--- config.mk ---
export PLATFORM = sky130hd
export DESIGN_NAME = fp_pack_stage
export DESIGN_NICKNAME = d
export VERILOG_FILES = /design/src/rtl/fp_pkg.sv /design/src/rtl/lzc24.sv /design/src/rtl/fp_pack_stage.sv
export SDC_FILE = /design/constraint.sdc
export NUM_CORES = 1
export LEC_CHECK = 0
export BUFFER_PORTS_ARGS = -buffer_cell sky130_fd_sc_hd__buf_2
export CAP_MARGIN = 20
export CELL_PAD_IN_SITES_DETAIL_PLACEMENT = 1
export CELL_PAD_IN_SITES_GLOBAL_PLACEMENT = 2
export CORE_AREA = 2 2 149 122
export DETAILED_ROUTE_END_ITERATION = 6
export DIE_AREA = 0 0 151 124
export HOLD_SLACK_MARGIN = 0.03
export PLACE_DENSITY = 0.85
export SYNTH_ARGS = -nofsm -noshare
export SYNTH_HDL_FRONTEND = slang
export SYNTH_SLANG_ARGS = --single-unit
--- constraint.sdc ---
create_clock -name CLK -period 2.5 [get_ports CLK]
set_input_delay 0.5 -clock CLK [delete_from_list [all_inputs] [get_ports CLK]]
set_output_delay 0.5 -clock CLK [all_outputs]
set_load 0.02 [all_outputs]
--- src/rtl/fp_pkg.sv ---
// Shared floating-point constants, packed-float field positions and pipeline payloads.
package fp_pkg;

    localparam int unsigned MW       = 24;
    localparam int unsigned EW       = 8;
    localparam int unsigned LZW      = 5;
    localparam int unsigned FW       = 32;
    localparam int unsigned CW       = 16;
    localparam int unsigned XW       = 10;
    localparam int unsigned BIAS     = 127;
    localparam int unsigned SIGN_POS = 31;
    localparam int unsigned EXP_HI   = 30;
    localparam int unsigned EXP_LO   = 23;
    localparam int unsigned FRAC_HI  = 22;
    localparam int unsigned FRAC_LO  = 0;

    localparam logic [FW-1:0] QNAN = 32'h7FC0_0000;

    // Stage A payload: the incoming bundle plus its leading-zero count.
    typedef struct packed {
        logic [LZW-1:0] lz;
        logic [MW-1:0]  z;
        logic [EW-1:0]  ze;
        logic           zs;
        logic           e;
        logic           zero;
    } stage_a_t;

endpackage

--- src/rtl/lzc24.sv ---
// Combinational leading-zero counter; returns MW when the input is all zero.
module lzc24
    import fp_pkg::*;
(
    input  logic [MW-1:0]  z,
    output logic [LZW-1:0] lz_c
);

    logic found;

    always_comb begin
        lz_c  = LZW'(MW);
        found = 1'b0;
        for (int i = MW - 1; i >= 0; i--) begin
            if (!found && z[i]) begin
                lz_c  = LZW'(MW - 1 - i);
                found = 1'b1;
            end
        end
    end

endmodule

--- src/rtl/fp_pack_stage.sv ---
// Final FP multiplier stage: normalise mantissa, adjust exponent, pack IEEE-754 single.
// Two-stage valid/ready pipeline with sticky underflow / sign-error flags and a result counter.
module fp_pack_stage
    import fp_pkg::*;
(
    input  logic          CLK,
    input  logic          RST_N,
    input  logic          IN_VALID,
    output logic          IN_READY,
    input  logic [MW-1:0] Z,
    input  logic [EW-1:0] ZE,
    input  logic          ZS,
    input  logic          AS,
    input  logic          BS,
    input  logic          E,
    output logic          OUT_VALID,
    input  logic          OUT_READY,
    output logic [FW-1:0] F,
    output logic          UF,
    output logic          SE,
    input  logic          CLR,
    output logic [CW-1:0] CNT
);

    stage_a_t         a_q;
    logic             a_valid;
    logic             b_valid;
    logic [LZW-1:0]   lz_c;
    logic             a_ready_c;
    logic             b_ready_c;
    logic             in_fire_c;
    logic             a_fire_c;
    logic             out_fire_c;
    logic             se_set_c;
    logic             uf_set_c;
    logic [FW-1:0]    f_next_c;
    logic signed [XW-1:0] e_c;
    logic [MW-2:0]    z_norm_c;

    lzc24 u_lzc (
        .z    (Z),
        .lz_c (lz_c)
    );

    assign b_ready_c  = !b_valid || OUT_READY;
    assign a_ready_c  = !a_valid || b_ready_c;
    assign IN_READY   = a_ready_c;
    assign in_fire_c  = IN_VALID && a_ready_c;
    assign a_fire_c   = a_valid && b_ready_c;
    assign out_fire_c = b_valid && OUT_READY;
    assign se_set_c   = in_fire_c && (ZS != (AS ^ BS));
    assign OUT_VALID  = b_valid;

    // Stage B packing: exception, zero, infinity, underflow, then normal.
    always_comb begin
        f_next_c = '0;
        uf_set_c = 1'b0;
        e_c      = $signed(XW'(a_q.ze)) - $signed(XW'(a_q.lz));
        z_norm_c = (MW-1)'(a_q.z << a_q.lz);
        if (a_q.e) begin
            f_next_c           = QNAN;
            f_next_c[SIGN_POS] = a_q.zs;
        end else if (a_q.zero) begin
            f_next_c[SIGN_POS] = a_q.zs;
        end else if (a_q.ze == '1) begin
            f_next_c[SIGN_POS]      = a_q.zs;
            f_next_c[EXP_HI:EXP_LO] = '1;
        end else if (e_c <= $signed(XW'(0))) begin
            f_next_c[SIGN_POS] = a_q.zs;
            uf_set_c           = a_fire_c;
        end else begin
            f_next_c[SIGN_POS]        = a_q.zs;
            f_next_c[EXP_HI:EXP_LO]   = e_c[EW-1:0];
            f_next_c[FRAC_HI:FRAC_LO] = z_norm_c;
        end
    end

    // Stage A register.
    always_ff @(posedge CLK or negedge RST_N) begin
        if (!RST_N) begin
            a_valid <= 1'b0;
            a_q     <= '0;
        end else begin
            if (a_ready_c) a_valid <= IN_VALID;
            if (in_fire_c) begin
                a_q.lz   <= lz_c;
                a_q.z    <= Z;
                a_q.ze   <= ZE;
                a_q.zs   <= ZS;
                a_q.e    <= E;
                a_q.zero <= (Z == '0);
            end
        end
    end

    // Stage B register; F holds while the consumer stalls.
    always_ff @(posedge CLK or negedge RST_N) begin
        if (!RST_N) begin
            b_valid <= 1'b0;
            F       <= '0;
        end else begin
            if (b_ready_c) b_valid <= a_valid;
            if (a_fire_c)  F       <= f_next_c;
        end
    end

    // Sticky flags (set beats clear) and delivered-result counter (clear beats count).
    always_ff @(posedge CLK or negedge RST_N) begin
        if (!RST_N) begin
            UF  <= 1'b0;
            SE  <= 1'b0;
            CNT <= '0;
        end else begin
            if (uf_set_c)  UF <= 1'b1;
            else if (CLR)  UF <= 1'b0;
            if (se_set_c)  SE <= 1'b1;
            else if (CLR)  SE <= 1'b0;
            if (CLR)             CNT <= '0;
            else if (out_fire_c) CNT <= CNT + CW'(1);
        end
    end

endmodule

# Word level (Yosys, flattened, before mapping)
# Cells that the tools add are included.
[op_classes] n_mux=61 n_bitwise=1 n_eq_ne=2 shift=1 n_lt_le_gt_ge=1 reduce_logical=58 n_addsub=2
[ops] operator="$mux W5" n=24
[ops] operator="$mux W31" n=2
[ops] operator="$mux W16" n=2
[ops] operator="$mux W32" n=1
[ops] operator="$mux W1" n=30
[ops] operator="$logic_and A1 B1 Y1" n=27
[ops] operator="$logic_not A1 Y1" n=25
[ops] operator="$logic_not A24 Y1" n=1
[ops] operator="$shl A24 B5 Y23" n=1
[ops] operator="$mux W23" n=1
[ops] operator="$add A16 B1 Y16 const B" n=1
[ops] operator="$le A9 B1 Y1 const B" n=1
[ops] operator="$sub A8 B5 Y9" n=1
[ops] operator="$eq A8 B8 Y1 const B" n=1
[ops] operator="$mux W8" n=1
[ops] operator="$reduce_bool A2 Y1" n=3
[ops] operator="$logic_or A1 B1 Y1" n=2
[ops] operator="$ne A1 B1 Y1" n=1
[ops] operator="$xor A1 B1 Y1" n=1
[word_totals] input_bits=41 regBits=92

# Longest topological paths before layout
# Gate-level depths: netlist of the first run.
[logic_depth] word_depth=70 depth_mapped=11 ltp_nobuf=9

# Modules after synthesis
# A second synthesis of the first run with hierarchy kept.
[unflattened] hier_cells=501 hier_area_um2=5305.1
[by_module_without_submodules] module="fp_pack_stage" cells_each=455 n_inst=1 area_each_um2=5013.6 seq_area_each_um2=2277.2
[by_module_without_submodules] module="lzc24" cells_each=46 n_inst=1 area_each_um2=291.5 seq_area_each_um2=0.0

# Least setup slack after synthesis of the first run
# Ideal clock, no wire load.
[synth_timing] path_kind="register -> register" start="register a_q[37] (netlist bit)" end="register F[6]" period_less_slack_ps=2688 slack_ps=-188 path_stages_with_launch=11 t_arrival_ps=2592 path_cell_list="dfrtp_1 -> clkbuf_1 -> inv_1 -> buf_1 -> ha_1 -> o21a_1 -> a21boi_0 -> o41ai_2 -> o21ai_1 -> buf_2 -> o31ai_1"
[synth_via] elab_chain_cells=6 word_cells_on_any_way=7 cone_classes="add/sub (1); order compare (1); shift (1); mux (4)"
[synth_lines] element="start, declared" line="fp_pack_stage.sv:25" source="stage_a_t a_q;"
[synth_lines] element="$sub A8 B5 Y9" line="fp_pack_stage.sv:58" source="e_c = $signed(XW'(a_q.ze)) - $signed(XW'(a_q.lz));"
[synth_lines] element="$le A9 B1 Y1" line="fp_pack_stage.sv:68" source="end else if (e_c <= $signed(XW'(0))) begin"
[synth_lines] element="$mux W31 *" line="fp_pack_stage.sv:68"
[synth_lines] element="$mux W23 *" line="fp_pack_stage.sv:65" source="end else if (a_q.ze == '1) begin"
[synth_lines] element="$mux W31 *" line="fp_pack_stage.sv:63" source="end else if (a_q.zero) begin"
[synth_lines] element="$mux W32 *" line="fp_pack_stage.sv:60" source="if (a_q.e) begin"
[synth_lines] element="end signal, assigned" line="fp_pack_stage.sv:103" source="if (a_fire_c) F <= f_next_c;"
[synth_lines] element="end, declared" line="fp_pack_stage.sv:18" source="output logic [FW-1:0] F,"
# Every way passes the cells marked *; elsewhere a longest branch is shown, timed or not.
# A chain may end at the register's enable or synchronous reset.

# Worst setup path after layout of the first run
[layout_timing] start="register a_q[3] (netlist bit)" end="register F[18]"
[layout_via] elab_chain_cells=6 word_cells_on_any_way=7 cone_classes="add/sub (1); order compare (1); eq/ne (1); mux (4)"
[layout_lines] element="$sub A8 B5 Y9" line="fp_pack_stage.sv:58"
[layout_lines] element="$le A9 B1 Y1" line="fp_pack_stage.sv:68"
[layout_lines] element="$mux W31" line="fp_pack_stage.sv:68"
[layout_lines] element="$mux W23 *" line="fp_pack_stage.sv:65"
[layout_lines] element="$mux W31 *" line="fp_pack_stage.sv:63"
[layout_lines] element="$mux W32 *" line="fp_pack_stage.sv:60"
# Marked as above.

==> impl_metrics.sql, run 1 <==
INSERT INTO impl_metrics (metric_group, metric, value, unit) VALUES
('floorplanning', 'row_count', '43', ''),
('clock_network', 'cts.sinks', '91', ''),
('finish', 'finish.net_count', '759', ''),
('critical_path', 'timing.critical_path.required', '2.73', 'ns'),
('yosys', 'post_synthesis_cell_area', '5260', 'um2'),
('routing', 'drtAntennaViolNets', '0', ''),
('power_and_ir_drop', 'power_density', '775', 'nW/um2'),
('flow_run', 'maxCapViolations', '0', ''),
('power_and_ir_drop', 'peakVddDrop', '0.000325', 'V'),
('placed_design', 'place.port_buffers', '92', ''),
('clock_network', 'htree_num_levels', '3', ''),
('min_path', 'hp-class', 'input pin to async pin', ''),
('placed_design', 'numPlacedInstances', '916', ''),
('critical_path', 'critPathBufInv', '2', ''),
('run_status', 'failed_checks', 'setup timing', ''),
('floorplanning', 'die-height', '124', 'um'),
('floorplanning', 'die_w', '151', 'um'),
('global_routing', 'grt_first_pass_wirelength', '27000', 'um'),
('finish', 'utilization', '38.9', '%'),
('global_routing', 'number_of_global_route_vias_before_repair', '5045', ''),
('yosys', 'yosysTopAreaCellShare', '43.3', '%'),
('routing', 'drt_iter0_markers', '282', ''),
('critical_path', 'worst_setup_path_end_kind', 'register', ''),
('critical_path', 'path_max_fanout', '6', ''),
('run_status', 'outcome', 'complete, but fails checks', ''),
('yosys', 'distinct_cell_type_count_after_synthesis', '62', ''),
('clock_network', 'cts_root_buf', 'sky130_fd_sc_hd__clkbuf_16', ''),
('critical_path', 'worst_setup_path_start_kind', 'register', ''),
('finish', 'fin_cells', '940', ''),
('global_routing', 'grt_start_max_net_pins', '39', ''),
('placed_design', 'dp_hpwl', '12600', 'um'),
('power_and_ir_drop', 'switching_share', '37.2', '%'),
('clock_network', 'worst_setup_hold_path_clk_slew', '0.07', 'ns'),
('yosys', 'synth-edff-count', '0', ''),
('yosys', 'synth_largest_area_cell', 'sky130_fd_sc_hd__dfrtp_1', ''),
('finish', 'filler_cell_count', '2039', ''),
('yosys', 'netlist_instances', '602', ''),
('routing', 'detailroute.via_count', '4850', ''),
('floorplanning', 'design.die.area', '18700', 'um2'),
('yosys', 'synth_async_sr_flop_share', '100', '%'),
('power_and_ir_drop', 'p_total', '5.15', 'mW'),
('clock_network', 'clkLatencyLatePin', '0.35', 'ns'),
('finish', 'layout_commonest_cell', 'sky130_fd_sc_hd__nand2_1', ''),
('finish', 'fraction_of_final_layout_cells_sized_beyond_drive_strength_1', '27.7', '%'),
('floorplanning', 'core', '17100', 'um2'),
('clock_network', 'postCtsHoldBufs', '0', ''),
('routing', 'totalWireLength', '16700', 'um'),
('critical_path', 'crit_path_cell_trace', 'inv_2 > ha_4 > fa_2 > nand2b_4 > a21oi_4 > mux2i_1 > o41a_1 > o21ai_4 > buf_6 > o21ai_1', ''),
('timing', 'postLayoutSetupSlackWorst', '-0.0228', 'ns'),
('floorplanning', 'floorplan.initialDensity', '30.8', '%'),
('finish', 'finish.instance_area', '6650', 'um2'),
('power_and_ir_drop', 'part_of_the_power_in_registers', '36.7', '%'),
('timing', 'slew_headroom', '50.9', '%'),
('yosys', 'mappedNetlistNets', '650', ''),
('finish', 'num_antenna_cells', '0', ''),
('power_and_ir_drop', 'netSwitchingPower', '1.91', 'mW'),
('critical_path', 'crit_path_top_delay_cell', 'sky130_fd_sc_hd__o41a_1', ''),
('critical_path', 'cpLargestDelayFamily', 'compound AO/OA/AOI/OAI gates', ''),
('yosys', 'synth.yosys.seq_area_share', '43.3', '%'),
('finish', 'mostFrequentLayoutCells', '161 x sky130_fd_sc_hd__nand2_1, 91 x sky130_fd_sc_hd__dfrtp_1, 91 x sky130_fd_sc_hd__buf_2', ''),
('timing', 'maxSlewViolCount', '0', ''),
('power_and_ir_drop', 'clkPwrFrac', '27.7', '%'),
('global_routing', 'grt_antenna_before_repair', '0', ''),
('power_and_ir_drop', 'p_leak', '3.09', 'nW'),
('clock_network', 'cts_tree', 'done', ''),
('power_and_ir_drop', 'internal-power', '3.24', 'mW'),
('power_and_ir_drop', 'power.combinational.fraction', '35.6', '%'),
('routing', 'drt-pass1-iter-count', '4', ''),
('timing', 'pin_slew_with_the_least_headroom_to_its_limit', '0.730', 'ns'),
('timing', 'setup_viol', '10', ''),
('yosys', 'synth.ff_latch_count', '91', '');
==> timing repair <==
action                     4_1_cts  5_1_grt
setup buffers                    4        3
cloned                           2        0
pin swaps                        5       12
setup endpoints to repair       27       28
gates resized for setup         14       34
==> metal layers <==
| metal | wire (um) | GRT usage (%) | share of wire, % | vias to the layer above |
|---|---|---|---|---|
| li1 | - | - | - | 2321 |
| met1 | 8020 | 25.7 | 48 | 2386 |
| met2 | 7640 | 30.2 | 46 | 124 |
| met3 | 852 | 3.37 | 5.1 | 19 |
| met4 | 204 | 4.32 | 1.2 | 0 |
| met5 | 0 | 0 | 0 | - |
==> final cells by class <==
cell class,count,area (um2),area share (%)
repair buffers,129,759,11.4
clock buffers,9,225,3.39
multi-input cells,467,2990,44.9
well taps,225,282,4.23
clock inverters,6,72.6,1.09
inverters,13,48.8,0.734
flip-flops and latches,91,2280,34.2
==> cell usage after synthesis, types with 3 or more instances <==
master                     instances
sky130_fd_sc_hd__mux2i_1          14
sky130_fd_sc_hd__a211oi_1          5
sky130_fd_sc_hd__o21ai_0          39
sky130_fd_sc_hd__o22ai_1           3
sky130_fd_sc_hd__inv_1            11
sky130_fd_sc_hd__and2_1            3
sky130_fd_sc_hd__nand3_1          14
sky130_fd_sc_hd__clkbuf_1         20
sky130_fd_sc_hd__o21a_1            4
sky130_fd_sc_hd__mux2_2            9
sky130_fd_sc_hd__nor2b_1           5
sky130_fd_sc_hd__xnor2_1           6
sky130_fd_sc_hd__mux4_2           13
sky130_fd_sc_hd__o32ai_1           3
sky130_fd_sc_hd__nand2b_1          7
sky130_fd_sc_hd__buf_2             6
sky130_fd_sc_hd__nor2_1           56
sky130_fd_sc_hd__dfrtp_1          91
sky130_fd_sc_hd__nor4_1            5
sky130_fd_sc_hd__xor2_1           12
sky130_fd_sc_hd__nor3_1            8
sky130_fd_sc_hd__nand2_1         162
sky130_fd_sc_hd__nand4_1           7
sky130_fd_sc_hd__o31ai_1          12
sky130_fd_sc_hd__a21oi_1          31
sky130_fd_sc_hd__ha_1              6
sky130_fd_sc_hd__a221oi_1          3
sky130_fd_sc_hd__a31oi_1           4
==> state kept, by name, summed over array words and instances (netlist names) <==
signal / cells
CNT: 16
SE: 1
F: 32
UF: 1
a_valid: 1
a_q: 39
OUT_VALID: 1
==> through the flow <==
step	hold slack [ns]	worst slack [ns]
6_report	0.0619	-0.0228
5_1_grt	0.0874	-0.0943
4_1_cts	0.0676	0.00523
3_5_place_dp	0.453	-0.123
3_3_place_gp	0.450	-0.00242
2_1_floorplan	0.204	0.0142
==> cell families after synthesis <==
logic type,after synthesis,share of synthesized area (%)
AO/OA/AOI/OAI,128,15.6
multiplexers,36,10.1
flip-flops,91,43.3
AND/OR/NAND/NOR,278,22.6
adder cells (fa/ha/maj),7,1.81
buffers and inverters,44,3.64
XOR/XNOR,18,2.99
==> power groups by stage <==
stage                     Clock, mW  Combinational (mW)  Sequential [mW]
after floorplan                   0               0.900             2.04
after global routing           1.51                2.01             1.93
after CTS                      1.46                1.72             1.90
final                          1.43                1.83             1.89
after detailed placement          0                1.64             1.92
after global placement            0                1.60             1.90
==> final timing paths <==
path / startpoint / endpoint / slack (ns) / depth (start not counted)
worst max-delay path: a_q[3]$_DFFE_PN0P_ / F[18]$_DFFE_PN0P_ / -0.02 / 10
worst min-delay path: RST_N / F[27]$_DFFE_PN0P_ / 0.06 / 1
worst max register to register: a_q[3]$_DFFE_PN0P_ / F[18]$_DFFE_PN0P_ / -0.02 / 10
worst min register to register: F[17]$_DFFE_PN0P_ / F[17]$_DFFE_PN0P_ / 0.47 / 2
max in group asynchronous: RST_N / F[10]$_DFFE_PN0P_ / 1.72 / 2
min in group CLK: ZE[3] / a_q[6]$_DFFE_PN0P_ / 0.34 / 3
==> worst register-to-register path, delay by kind of cell (launching register included) <==
kind,cells,cell delay [ns]
and+or+nand+nor,1,0.16
buffers and inverters,2,0.26
muxes,1,0.13
DFF,1,0.38
adders and majority gates,2,0.51
AOI/OAI and AO/OA,4,0.97
No activity file was read; power rests on OpenSTA's default activity.
==> inputs of run 2 (changes only) <==
--- a/config.mk
+++ b/config.mk
@@ -9,11 +9,11 @@
 export CAP_MARGIN = 20
 export CELL_PAD_IN_SITES_DETAIL_PLACEMENT = 1
 export CELL_PAD_IN_SITES_GLOBAL_PLACEMENT = 2
-export CORE_AREA = 2 2 149 122
+export CORE_AREA = 2 2 154 118
 export DETAILED_ROUTE_END_ITERATION = 6
-export DIE_AREA = 0 0 151 124
+export DIE_AREA = 0 0 156 120
 export HOLD_SLACK_MARGIN = 0.03
-export PLACE_DENSITY = 0.85
+export PLACE_DENSITY = 0.86
 export SYNTH_ARGS = -nofsm -noshare
 export SYNTH_HDL_FRONTEND = slang
 export SYNTH_SLANG_ARGS = --single-unit
==> run 2 against run 1 <==
  * Fmax increased by 1.4%
  * The run now ends clean
  * Non-clock buffer count decreased by 6
  * Core utilization is 1.1 points lower
  * Setup slack improved by 0.034 ns
  * Largest power group unchanged
  * Sequential cell count stayed put
  * Hold slack better by 0.058 ns
  * Critical path depth down 1
  * Final cell count is 1.2% lower
  * Register-to-register slack gained 0.03 ns
  * Power decreased by 4.1%
==> impl_metrics.sql, run 2 (synthesis gave the netlist of run 1 again) <==
INSERT INTO impl_metrics (metric_group, metric, value, unit) VALUES
('run_status', 'outcome', 'completed', ''),
('critical_path', 'r2r_start', 'a_q[38]$_DFFE_PN0P_', ''),
('timing', 'unrepaired_setup_endpoints_after_global_routing', 'yes', ''),
('floorplanning', 'die-height', '120', 'um'),
('clock_network', 'cts.path.max_buffers', '2', ''),
('placed_design', 'finalWeightedCongestion', '0.924', ''),
('critical_path', 'timing.critical_path.required', '2.75', 'ns'),
('critical_path', 'critical_path.reg2reg.endpoint', 'F[10]$_DFFE_PN0P_', ''),
('finish', 'layout_commonest_cell', 'sky130_fd_sc_hd__nand2_1', ''),
('finish', 'mostFrequentLayoutCells', '161 x sky130_fd_sc_hd__nand2_1, 91 x sky130_fd_sc_hd__dfrtp_1, 91 x sky130_fd_sc_hd__buf_2', ''),
('critical_path', 'path_max_fanout', '5', ''),
('routing', 'detailroute.via_count', '4886', ''),
('finish', 'utilization', '37.8', '%'),
('routing', 'drt_iter0_markers', '285', ''),
('critical_path', 'worstPathArrival', '2.74', 'ns'),
('placed_design', 'placement.cell_area', '6110', 'um2'),
('min_path', 'hp-class', 'input pin to async pin', ''),
('power_and_ir_drop', 'peakVddDrop', '0.000342', 'V'),
('finish', 'finish.net_count', '753', ''),
('critical_path', 'worst_setup_path_start_kind', 'register', ''),
('clock_network', 'worst_setup_hold_path_clk_slew', '0.07', 'ns'),
('timing', 'pin_slew_with_the_least_headroom_to_its_limit', '0.810', 'ns'),
('critical_path', 'reg2reg_setup_slack', '0.01', 'ns'),
('clock_network', 'cts_tree', 'done', ''),
('timing', 'period_share', '99.6', '%'),
('floorplanning', 'die_w', '156', 'um'),
('routing', 'totalWireLength', '16500', 'um'),
('routing', 'drcViolationCount', '0', ''),
('timing', 'postLayoutSetupSlackWorst', '0.0110', 'ns'),
('timing', 'maxSlewViolCount', '0', ''),
('power_and_ir_drop', 'p_leak', '3.03', 'nW'),
('critical_path', 'crit_path_top_delay_cell', 'sky130_fd_sc_hd__a21boi_0', ''),
('floorplanning', 'core', '17300', 'um2'),
('global_routing', 'grt_start_max_net_pins', '55', ''),
('power_and_ir_drop', 'power_density', '756', 'nW/um2'),
('critical_path', 'worst-setup-path-type', 'register to register', ''),
('placed_design', 'place.port_buffers', '92', ''),
('critical_path', 'crit_path_max_incr_delay', '0.50', 'ns'),
('timing', 'slew_headroom', '45.5', '%'),
('routing', 'drtAntennaViolNets', '0', ''),
('timing', 'finalHoldViolCount', '0', ''),
('timing', 'max_freq', '0.402', 'GHz'),
('global_routing', 'number_of_global_route_vias_before_repair', '5147', ''),
('global_routing', 'grt_first_pass_wirelength', '27200', 'um'),
('critical_path', 'ff2ff_path_depth', '9', ''),
('clock_network', 'cts_root_buf', 'sky130_fd_sc_hd__clkbuf_16', ''),
('clock_network', 'clkLatencyLatePin', '0.35', 'ns'),
('timing', 'setup_viol', '0', ''),
('timing', 'hold_ws', '0.120', 'ns'),
('finish', 'fraction_of_final_layout_cells_sized_beyond_drive_strength_1', '26.1', '%'),
('routing', 'route.detailed.vias_per_inst', '5.26', ''),
('finish', 'num_antenna_cells', '0', ''),
('routing', 'routedWlPerCell', '17.8', 'um'),
('critical_path', 'crit_path_cell_trace', 'inv_2 > ha_1 > o21a_1 > a21boi_0 > a31oi_1 > o41ai_4 > o21ai_4 > buf_4 > o31ai_2', ''),
('floorplanning', 'io_pins', '93', ''),
('finish', 'largest_register', 'a_q', ''),
('critical_path', 'worst_setup_path_end_kind', 'register', ''),
('finish', 'finish.instance_area', '6540', 'um2'),
('finish', 'fin_cells', '929', ''),
('global_routing', 'congestion_overflow_gr', '0', ''),
('placed_design', 'numPlacedInstances', '909', ''),
('finish', 'syn2layout_area_growth', '24.2', '%'),
('clock_network', 'cts_buffers', '9', ''),
('floorplanning', 'design.die.area', '18700', 'um2'),
('finish', 'largest_register_ffs', '39', ''),
('global_routing', 'grt.total_usage', '18.4', '%'),
('finish', 'reg_top3', 'a_q: 39 flops, F: 32 flops, CNT: 16 flops', ''),
('clock_network', 'cts.sinks', '91', ''),
('timing', 'fin_crit', '2.49', 'ns'),
('clock_network', 'htree_num_levels', '3', ''),
('timing', 'finalClockSkew', '0.00831', 'ns'),
('global_routing', 'grt_antenna_before_repair', '0', ''),
('clock_network', 'postCtsHoldBufs', '0', ''),
('floorplanning', 'floorplan.initialDensity', '30.4', '%'),
('placed_design', 'dp_hpwl', '12500', 'um'),
('flow_run', 'maxCapViolations', '0', ''),
('routing', 'drt-pass1-iter-count', '4', ''),
('placed_design', 'detailedPlace.worstSlack', '-0.136', 'ns'),
('floorplanning', 'row_count', '42', '');
run 2: cell count changes in the layout (fill, tap and decap cells not counted), sizes merged:
| cell | previous run | this run |
|---|---|---|
| buf | 129 | 123 |
| bufinv | 1 | 0 |
| clkinvlp | 0 | 3 |
| inv | 17 | 14 |
| clkbuf | 9 | 10 |
run 2: per-layer routing:
layer / up-vias / GRT usage, % / wire length (um)
li1: 2309 / - / -
met1: 2437 / 25.8 / 7890
met2: 117 / 28.8 / 7370
met3: 23 / 3.83 / 988
met4: 0 / 5.16 / 253
met5: - / 0 / 0
run 2: cell type report:
class,count,area [um2]
clock buffer,10,229
clock inverter,5,40.0
fill,2050,10800
inverter,13,48.8
multi-input combinational,467,2940
sequential,91,2280
tap,220,275
timing repair buffer,123,728
run 2: worst max-delay path: cells and delay by family (launching register included):
kind / cells / cell delay, ns
AO/OA/AOI/OAI: 6 / 1.41
flip-flops: 1 / 0.39
adder cells (fa/ha/maj): 1 / 0.33
buffers and inverters: 2 / 0.27
run 2: how the worst max path moves through the flow:
stage | start | end | slack [ns] | cells after the start
6_report | a_q[38]$_DFFE_PN0P_ | F[10]$_DFFE_PN0P_ | 0.01 | 9
5_1_grt | a_q[3]$_DFFE_PN0P_ | F[5]$_DFFE_PN0P_ | -0.08 | 10
4_1_cts | a_q[3]$_DFFE_PN0P_ | F[26]$_DFFE_PN0P_ | 0.02 | 11
3_5_place_dp | a_q[3]$_DFFE_PN0P_ | F[15]$_DFFE_PN0P_ | -0.14 | 10
3_3_place_gp | a_q[3]$_DFFE_PN0P_ | F[6]$_DFFE_PN0P_ | 0.007 | 10
2_1_floorplan | a_q[3]$_DFFE_PN0P_ | F[6]$_DFFE_PN0P_ | 0.01 | 10
run 2: timing repair:
action                     CTS  global route
resized for setup           11            15
cloned                       1             1
pin swaps                    1             1
setup endpoints to repair   27            27
buffers inserted             1             2
run 2: metrics by stage:
step | TNS (ns) | power [mW]
global route | -1.18 | 5.22
finish | 0 | 4.94
floorplan | 0 | 2.94
detailed placement | -1.54 | 3.57
CTS | 0 | 4.91
global placement | 0 | 3.50
run 2: report_power, final:
part           switching [mW]  internal (mW)  leakage (nW)
Sequential              0.192           1.70          1.15
Combinational            1.05          0.712          1.76
Clock                   0.613          0.674         0.121
Total                    1.86           3.09          3.03
==> inputs of run 3 (changes only) <==
--- a/config.mk
+++ b/config.mk
@@ -9,11 +9,11 @@
 export CAP_MARGIN = 20
 export CELL_PAD_IN_SITES_DETAIL_PLACEMENT = 1
 export CELL_PAD_IN_SITES_GLOBAL_PLACEMENT = 2
-export CORE_AREA = 2 2 154 118
+export CORE_AREA = 2 2 147 113
 export DETAILED_ROUTE_END_ITERATION = 6
-export DIE_AREA = 0 0 156 120
+export DIE_AREA = 0 0 149 115
 export HOLD_SLACK_MARGIN = 0.03
-export PLACE_DENSITY = 0.86
+export PLACE_DENSITY_LB_ADDON = 0.1
 export SYNTH_ARGS = -nofsm -noshare
 export SYNTH_HDL_FRONTEND = slang
 export SYNTH_SLANG_ARGS = --single-unit
==> constraint.sdc (replaced) <==
create_clock -name CLK -period 2.3 [get_ports CLK]
set_input_delay 0.46 -clock CLK [delete_from_list [all_inputs] [get_ports CLK]]
set_output_delay 0.46 -clock CLK [all_outputs]
set_load 0.02 [all_outputs]
==> run 3 against run 2 <==
  * The flow now finishes with violations (setup timing)
  * Register-to-register slack worse by 0.15 ns
  * Sequential power is 8% higher
  * Fmax is 1.9% higher
  * Largest cell class unchanged
  * Combinational power is 11% higher
  * Power is 12% higher
  * Via count is 1.1% lower
  * Clock power is 19% higher
==> impl_metrics.sql, run 3 (synthesis gave the netlist of run 1 again) <==
INSERT INTO impl_metrics (metric_group, metric, value, unit) VALUES
('finish', 'reg_top3', 'a_q: 39 flops, F: 32 flops, CNT: 16 flops', ''),
('run_status', 'outcome', 'complete, but fails checks', ''),
('clock_network', 'htree_num_levels', '3', ''),
('flow_run', 'maxCapViolations', '0', ''),
('critical_path', 'worst_setup_path_end_kind', 'register', ''),
('timing', 'setup_viol', '29', ''),
('floorplanning', 'io_pins', '93', ''),
('timing', 'maxSlewViolCount', '0', ''),
('routing', 'totalWireLength', '16300', 'um'),
('floorplanning', 'row_count', '40', ''),
('power_and_ir_drop', 'power_density', '825', 'nW/um2'),
('routing', 'drt-pass1-iter-count', '4', ''),
('placed_design', 'finalWeightedCongestion', '0.868', ''),
('global_routing', 'number_of_global_route_vias_before_repair', '4985', ''),
('global_routing', 'grt_first_pass_wirelength', '26700', 'um'),
('routing', 'drt_iter0_markers', '245', ''),
('global_routing', 'congestion_overflow_gr', '0', ''),
('run_status', 'failed_checks', 'setup timing', ''),
('timing', 'unrepaired_setup_endpoints_after_global_routing', 'yes', ''),
('min_path', 'hp-class', 'input pin to async pin', ''),
('placed_design', 'numPlacedInstances', '918', ''),
('routing', 'routedLengthMet1', '8230', 'um'),
('clock_network', 'worst_setup_hold_path_clk_slew', '0.07', 'ns'),
('floorplanning', 'die_w', '149', 'um'),
('global_routing', 'grt_start_max_net_pins', '47', ''),
('finish', 'fraction_of_final_layout_cells_sized_beyond_drive_strength_1', '28.7', '%'),
('clock_network', 'cts_root_buf', 'sky130_fd_sc_hd__clkbuf_16', ''),
('critical_path', 'worst-setup-path-type', 'register to register', ''),
('finish', 'syn2layout_area_growth', '27.4', '%'),
('finish', 'fin_cells', '936', ''),
('finish', 'num_antenna_cells', '0', ''),
('timing', 'finalClockSkew', '0.00858', 'ns'),
('power_and_ir_drop', 'p_leak', '3.14', 'nW'),
('routing', 'routedWlPerCell', '17.4', 'um'),
('finish', 'largest_register_ffs', '39', ''),
('timing', 'period_share', '106', '%'),
('clock_network', 'cts_tree', 'done', ''),
('floorplanning', 'die-height', '115', 'um'),
('routing', 'drtAntennaViolNets', '0', ''),
('floorplanning', 'design.die.area', '17100', 'um2'),
('critical_path', 'path_max_fanout', '2', ''),
('global_routing', 'grt.total_usage', '19.9', '%'),
('timing', 'pin_slew_with_the_least_headroom_to_its_limit', '0.712', 'ns'),
('floorplanning', 'core', '15700', 'um2'),
('clock_network', 'postCtsHoldBufs', '0', ''),
('timing', 'fin_crit', '2.44', 'ns'),
('clock_network', 'clkLatencyLatePin', '0.35', 'ns'),
('timing', 'postLayoutSetupSlackWorst', '-0.143', 'ns'),
('routing', 'dr_wl_met2', '7220', 'um'),
('placed_design', 'placement.cell_area', '6280', 'um2'),
('floorplanning', 'floorplan.initialDensity', '33.5', '%'),
('finish', 'layout_commonest_cell', 'sky130_fd_sc_hd__nand2_1', ''),
('critical_path', 'worst_setup_path_start_kind', 'register', ''),
('finish', 'largest_register', 'a_q', ''),
('clock_network', 'cts.path.max_buffers', '2', ''),
('clock_network', 'cts.sinks', '91', ''),
('timing', 'max_freq', '0.409', 'GHz'),
('finish', 'finish.net_count', '770', ''),
('clock_network', 'cts_buffers', '9', ''),
('power_and_ir_drop', 'peakVddDrop', '0.000379', 'V'),
('finish', 'mostFrequentLayoutCells', '161 x sky130_fd_sc_hd__nand2_1, 91 x sky130_fd_sc_hd__buf_2, 90 x sky130_fd_sc_hd__dfrtp_1', ''),
('routing', 'dr_wl_met3', '667', 'um'),
('routing', 'route.detailed.vias_per_inst', '5.16', ''),
('timing', 'slew_headroom', '52.1', '%'),
('critical_path', 'timing.critical_path.required', '2.54', 'ns'),
('routing', 'drcViolationCount', '0', ''),
('placed_design', 'dp_hpwl', '12500', 'um'),
('critical_path', 'worstPathArrival', '2.68', 'ns'),
('finish', 'finish.instance_area', '6710', 'um2'),
('routing', 'route.top_layer_used', 'met4', ''),
('placed_design', 'place.port_buffers', '92', ''),
('global_routing', 'grt_antenna_before_repair', '0', ''),
('routing', 'detailroute.via_count', '4830', ''),
('timing', 'finalHoldViolCount', '0', '');
[run 3: changes by cell type in the layout (fill, tap and decap cells not counted), moves of 3 or more]
cell                         change
sky130_fd_sc_hd__o21ai_0         -3
sky130_fd_sc_hd__o31ai_2         -4
sky130_fd_sc_hd__clkinvlp_4      -3
sky130_fd_sc_hd__o31ai_1         +7
sky130_fd_sc_hd__buf_4          +17
sky130_fd_sc_hd__o31ai_4         -3
[run 3: path summary, 6_finish.rpt]
kind                                          from                   to  slack, ns  cells after the start
worst min register to register   F[17]$_DFFE_PN0P_    F[17]$_DFFE_PN0P_       0.47                      2
worst max register to register  a_q[3]$_DFFE_PN0P_    F[17]$_DFFE_PN0P_      -0.14                     10
worst max-delay path            a_q[3]$_DFFE_PN0P_    F[17]$_DFFE_PN0P_      -0.14                     10
min in group CLK                             ZE[6]   a_q[9]$_DFFE_PN0P_       0.29                      3
max in group asynchronous                    RST_N  a_q[36]$_DFFE_PN0P_       1.51                      2
worst min-delay path                         RST_N       SE$_DFFE_PN0P_       0.12                      1
[run 3: through the flow]
| stage | worst slack [ns] | total power, mW | utilization [%] | hold WS, ns | setup TNS [ns] |
|---|---|---|---|---|---|
| final | -0.143 | 5.54 | 42.7 | 0.119 | -3.12 |
| after detailed placement | -0.209 | 3.95 | 40.0 | 0.460 | -4.49 |
| after floorplan | -0.0432 | 3.24 | - | 0.164 | -0.715 |
| after CTS | -0.108 | 5.59 | 42.6 | 0.139 | -2.14 |
| after global routing | -0.229 | 5.86 | 42.7 | 0.165 | -5.57 |
| after global placement | -0.108 | 3.90 | 40.0 | 0.459 | -2.41 |
[run 3: power by group]
| part | switching, mW | leakage [nW] | total [mW] | internal [mW] |
|---|---|---|---|---|
| clock | 0.665 | 0.149 | 1.54 | 0.874 |
| combinational | 1.13 | 1.84 | 1.95 | 0.819 |
| sequential | 0.204 | 1.15 | 2.05 | 1.85 |
| total | 1.99 | 3.14 | 5.54 | 3.54 |
[run 3: critical path, cell delays in order, from the launching register on]
cell and delay [ns]:
sky130_fd_sc_hd__dfrtp_1 0.37, sky130_fd_sc_hd__inv_2 0.06, sky130_fd_sc_hd__ha_4 0.16, sky130_fd_sc_hd__fa_2 0.34, sky130_fd_sc_hd__xor2_1 0.26, sky130_fd_sc_hd__nand3_1 0.12
sky130_fd_sc_hd__o41a_1 0.46, sky130_fd_sc_hd__buf_4 0.17, sky130_fd_sc_hd__buf_4 0.13, sky130_fd_sc_hd__o211ai_1 0.19, sky130_fd_sc_hd__nand2_1 0.07
[run 3: cell type report]
class                   count  area [um2]
multi-input cells         467        2940
clock buffers              10         239
inverters                  13        48.8
clock inverters             5        61.3
flip-flops and latches     91        2280
repair buffers            140         878
well taps                 210         263
fillers                  1881        9010
[run 3: timing repair]
item | in CTS | in global routing
cloned | 1 | 0
setup endpoints to repair | 30 | 31
resized for setup | 13 | 8
pin swaps | 5 | 2
buffers inserted | 3 | 0
[run 3: routing by layer]
layer / vias to the layer above / global-route usage (%)
met5: - / 0
met4: 0 / 3.87
met3: 15 / 4.88
met2: 89 / 31.3
met1: 2376 / 28.3
li1: 2350 / -
